==> src/rtl/regfile_pkg.sv <==
// rtl/regfile_pkg.sv - shared sizing constants for the risk core register file
package regfile_pkg;
  localparam int DATA_W   = 32;
  localparam int ADDR_W   = 5;
  localparam int NREGS    = 2 ** ADDR_W;
  localparam int ZERO_IDX = 0;
endpackage

==> src/rtl/regfile_rdport.sv <==
// rtl/regfile_rdport.sv - one registered read port: zero check, write-first bypass, output register
module regfile_rdport #(
  parameter int DATA_W = regfile_pkg::DATA_W,
  parameter int ADDR_W = regfile_pkg::ADDR_W
) (
  input  logic              clk,
  input  logic              rst,
  input  logic              rd,
  input  logic              wr,
  input  logic [ADDR_W-1:0] sel,
  input  logic [ADDR_W-1:0] selwr,
  input  logic [DATA_W-1:0] wrval,
  input  logic [DATA_W-1:0] regval,
  output logic [DATA_W-1:0] q
);
  import regfile_pkg::ZERO_IDX;

  logic              zero_sel;
  logic              bypass;
  logic [DATA_W-1:0] nxt;

  assign zero_sel = (sel == ADDR_W'(ZERO_IDX));
  // zero_sel already excludes selwr == 0, so x0 writes never bypass
  assign bypass   = wr && !zero_sel && (sel == selwr);

  always_comb begin
    nxt = regval;
    if (zero_sel) begin
      nxt = '0;
    end else if (bypass) begin
      nxt = wrval;
    end
  end

  always_ff @(posedge clk) begin
    if (rst) begin
      q <= '0;
    end else if (rd) begin
      q <= nxt;
    end
  end
endmodule

==> src/rtl/regfile.sv <==
// rtl/regfile.sv - 32x32 register file, one synchronous write port, two registered read ports
module regfile #(
  parameter int DATA_W = regfile_pkg::DATA_W,
  parameter int ADDR_W = regfile_pkg::ADDR_W
) (
  input  logic              rst,
  input  logic              clk,
  input  logic              wr,
  input  logic              rd,
  input  logic [ADDR_W-1:0] selwr,
  input  logic [ADDR_W-1:0] selrd1,
  input  logic [ADDR_W-1:0] selrd2,
  input  logic [DATA_W-1:0] wrval,
  output logic [DATA_W-1:0] rdval1,
  output logic [DATA_W-1:0] rdval2
);
  import regfile_pkg::ZERO_IDX;

  localparam int DEPTH = 2 ** ADDR_W;

  logic [DATA_W-1:0] regs [DEPTH];

  // x0 is never written, so its entry stays at the reset value of zero
  always_ff @(posedge clk) begin
    if (rst) begin
      for (int i = 0; i < DEPTH; i++) begin
        regs[i] <= '0;
      end
    end else if (wr && (selwr != ADDR_W'(ZERO_IDX))) begin
      regs[selwr] <= wrval;
    end
  end

  regfile_rdport #(.DATA_W(DATA_W), .ADDR_W(ADDR_W)) u_rdport1 (
    .clk    (clk),
    .rst    (rst),
    .rd     (rd),
    .wr     (wr),
    .sel    (selrd1),
    .selwr  (selwr),
    .wrval  (wrval),
    .regval (regs[selrd1]),
    .q      (rdval1)
  );

  regfile_rdport #(.DATA_W(DATA_W), .ADDR_W(ADDR_W)) u_rdport2 (
    .clk    (clk),
    .rst    (rst),
    .rd     (rd),
    .wr     (wr),
    .sel    (selrd2),
    .selwr  (selwr),
    .wrval  (wrval),
    .regval (regs[selrd2]),
    .q      (rdval2)
  );
endmodule

==> config.mk <==
export PLATFORM = sky130hd
export DESIGN_NAME = regfile
export DESIGN_NICKNAME = d
export VERILOG_FILES = /design/src/rtl/regfile_pkg.sv /design/src/rtl/regfile_rdport.sv /design/src/rtl/regfile.sv
export SDC_FILE = /design/constraint.sdc
export NUM_CORES = 2
export LEC_CHECK = 0
export CAP_MARGIN = 15
export CORE_UTILIZATION = 40
export CTS_BUF_LIST = sky130_fd_sc_hd__clkbuf_8
export DETAILED_ROUTE_END_ITERATION = 12
export PLACE_DENSITY = 0.59
export SYNTH_ARGS = -nofsm -noshare
export SYNTH_HDL_FRONTEND = slang
export SYNTH_HIERARCHICAL = 1
export SYNTH_SLANG_ARGS = --single-unit
==> constraint.sdc <==
create_clock -name clk -period 2.69 [get_ports clk]
set_input_delay 0.4035 -clock clk [delete_from_list [all_inputs] [get_ports clk]]
set_output_delay 0.4035 -clock clk [all_outputs]
set_load 0.01 [all_outputs]
==> results.ini <==
[routing]
vias_per_cell = 5.937
routedWlPerCell_um = 30.04
vias = 43563
met2_length_um = 100200
drtIter0Drc = 5279
ant_nets = 0
route.met3.wl_um = 20040
drc = 0
totalWireLength_um = 220400
top_layer = met4
wl_met1_um = 92230
dr.pass1.iters = 6

[finish]
final_cells = 7338
synthToLayoutAreaGrowth_pct = 17.16
final_cell_area_um2 = 69500
nNetsFinal = 5318
final_util_pct = 47.46
drive_gt1_share_pct = 15.06

[min_path]
worst_hold_path_type = in -> reg
hold_depth = 2
whs_endpoint = regs[0][31]$_SDFFCE_PN0P_
min-delay-start = rst

[place]
place_area_um2 = 65900
gp_congestion = 0.9203
portBuffers = 114
placed_cells = 6992
dp_hpwl_um = 142700

[global_routing]
gr-total-overflow = 0
grt_pass1_wl_um = 312200
grt_pass1_vias = 43306
grt_max_degree = 68
grt_usage_pct = 28.81
grt_antenna_before_repair = 21

[synth]
ys_seq_area_share_pct = 54.00
ys.warnings.count = 6
ys_ff_latch = 1088
avgSynthCellArea_um2 = 11.89
synth_area_um2 = 59320
synth_cells = 4991
ys_types = 39

[power]
power_density_nw_per_um2 = 583.9
vdd_drop_max_uv = 615.1
p_leak_uw = 0.02763

[clock_tree]
htree_levels = 4
cts_hold_buf = 0
cts.sinks = 1088
cts_buffers = 190
cts_max_path_buffers = 3
clock_latency_ns = 0.95
postCtsSetupRepairBufs = 0
cts_resized = 0
clk_pin_slew_ns = 0.06
cts_root_buffer = clkbuf_8
cts_tree = built

[timing]
maxSlewHeadroom_pct = 59.21
slew_viol_final = 0
skew_ns = 0.05603
hold_viol = 0
period_share_pct = 95.99
setup_violations = 0
rsz0062_at_grt = false
fmax_mhz = 387.3
fin_crit_ns = 2.582
worst_pin_slew_ns = 0.6089

[setup_path]
worstPathArrival_ns = 2.18
r2r_setup_slack_ns = 0.86
crit_type = reg -> out
worst-path-max-fanout = 2
cpPeakStageDelay_ns = 0.65
crit-reg2reg-launch = regs[2][29]$_SDFFCE_PN0P_
path_buf_inv = 1
critPathLaunch = u_rdport1/q[22]$_SDFFE_PP0P_
endpoint_kind = output port
crit_family = buffers and inverters
path_cells = clkdlybuf4s50_1
r2r_cells = 8
cp-start-kind = flop
worstPathRequired_ns = 2.29
cp.depth = 1
crit_path_top_delay_cell = clkdlybuf4s50_1
r2r-end = u_rdport2/q[29]$_SDFFE_PP0P_

[die]
die_w_um = 387.1
initial_core_util_pct = 40.51
die_h_um = 387.1
core_area_um2 = 146400
num_io_pins = 115
die-area_um2 = 149800
fp-row-count = 140

[run_status]
status = completed

[flow_run]
maxCapViolations = 0

metrics by stage:
stage | TNS (ns) | setup slack [ns] | total power [uW] | hold WS, ns
after detailed placement | -0.9987 | -0.1855 | 25910 | 0.4593
after CTS | 0 | 0.03140 | 40610 | 0.03879
after floorplan | 0 | 0.6785 | 23160 | 0.4992
final | 0 | 0.1077 | 40580 | 0.08103
after global routing | 0 | 0.05606 | 41760 | 0.05327
after global placement | -0.8922 | -0.1949 | 25850 | 0.4520
power by group:
part | internal, uW | switching, uW | total, uW | leakage (uW)
clock | 7550 | 7310 | 14900 | 0.00209
sequential | 19500 | 600 | 20100 | 0.0103
combinational | 2190 | 3440 | 5630 | 0.0153
total | 29200 | 11400 | 40600 | 0.0276
layout make-up:
class,instances,area [um2]
sequential,1088,32030
fill,13201,76940
timing repair buffer,539,6266
clock inverter,140,792.0
multi-input combinational,3448,25210
clock buffer,203,2794
tap,1917,2399
antenna,3,7.507
layout by cell type (no fill, tap or decap), types with 32 or more instances in the layout:
master and n:
a21oi_1 192, a22o_1 128, a22oi_1 192, a31oi_1 64, and2_1 992, buf_12 154
buf_4 272, clkbuf_8 203, clkdlybuf4s50_1 111, clkinv_1 39, conb_1 32, dfxtp_1 64
edfxtp_1 1024, inv_1 68, mux2i_1 1024, nand2_1 322, nand3_1 193, nand4_1 64
nor2_4 33, nor3_1 66, o211ai_2 60, or2_2 33
cell usage after synthesis (all sizes together):
| library cell | number | area share (%) |
|---|---|---|
| a21oi | 194 | 1.6 |
| a22o | 128 | 1.9 |
| a22oi | 192 | 2.4 |
| a31oi | 64 | 0.67 |
| and2 | 998 | 11 |
| buf | 226 | 2.4 |
| clkbuf | 260 | 1.7 |
| conb | 1 | 0.0063 |
| dfxtp | 64 | 2.2 |
| edfxtp | 1024 | 52 |
| mux2i | 1024 | 17 |
| nand2 | 324 | 2.1 |
| nand2b | 7 | 0.074 |
| nand3 | 194 | 1.6 |
| nand3b | 4 | 0.057 |
| nand4 | 64 | 0.67 |
| nor2 | 39 | 0.36 |
| nor2b | 5 | 0.053 |
| nor3 | 66 | 0.56 |
| nor4 | 2 | 0.072 |
| o211ai | 64 | 1.3 |
| or2 | 33 | 0.35 |
| or3 | 2 | 0.021 |
| or3b | 2 | 0.038 |
| xnor2 | 2 | 0.030 |
| xor2 | 8 | 0.12 |
cell families (layout without fill, tap and decap cells):
kind of cell | after synthesis | after routing | share of synthesized area [%]
simple gates | 1740 | 1740 | 16.48
flops | 1088 | 1088 | 54.00
mux | 1024 | 1024 | 17.28
compound gates | 642 | 642 | 7.960
buf+inv | 486 | 882 | 4.130
xor+xnor | 10 | 10 | 0.1477
other cells | 1 | 35 | 0.006322
sequential cells by signal, indices dropped and copies added, names as in the netlist:
signal / cells
regs: 1024
u_rdport2/q: 32
u_rdport1/q: 32
worst max-delay path by stage:
| stage | slack (ns) | to |
|---|---|---|
| final | 0.11 | rdval1[22] |
| after global routing | 0.06 | rdval1[22] |
| after CTS | 0.03 | rdval1[22] |
| after detailed placement | -0.19 | u_rdport2/q[12]$_SDFFE_PP0P_ |
| after global placement | -0.19 | u_rdport2/q[14]$_SDFFE_PP0P_ |
| after floorplan | 0.68 | regs[12][0]$_SDFFCE_PN0P_ |
layer usage:
| layer | GRT usage (%) | up-vias |
|---|---|---|
| li1 | - | 18851 |
| met3 | 5.913 | 460 |
| met4 | 11.06 | 0 |
| met1 | 39.07 | 22060 |
| met2 | 45.22 | 2192 |
| met5 | 0 | - |
Note: power is estimated with default switching activity, not from simulation.
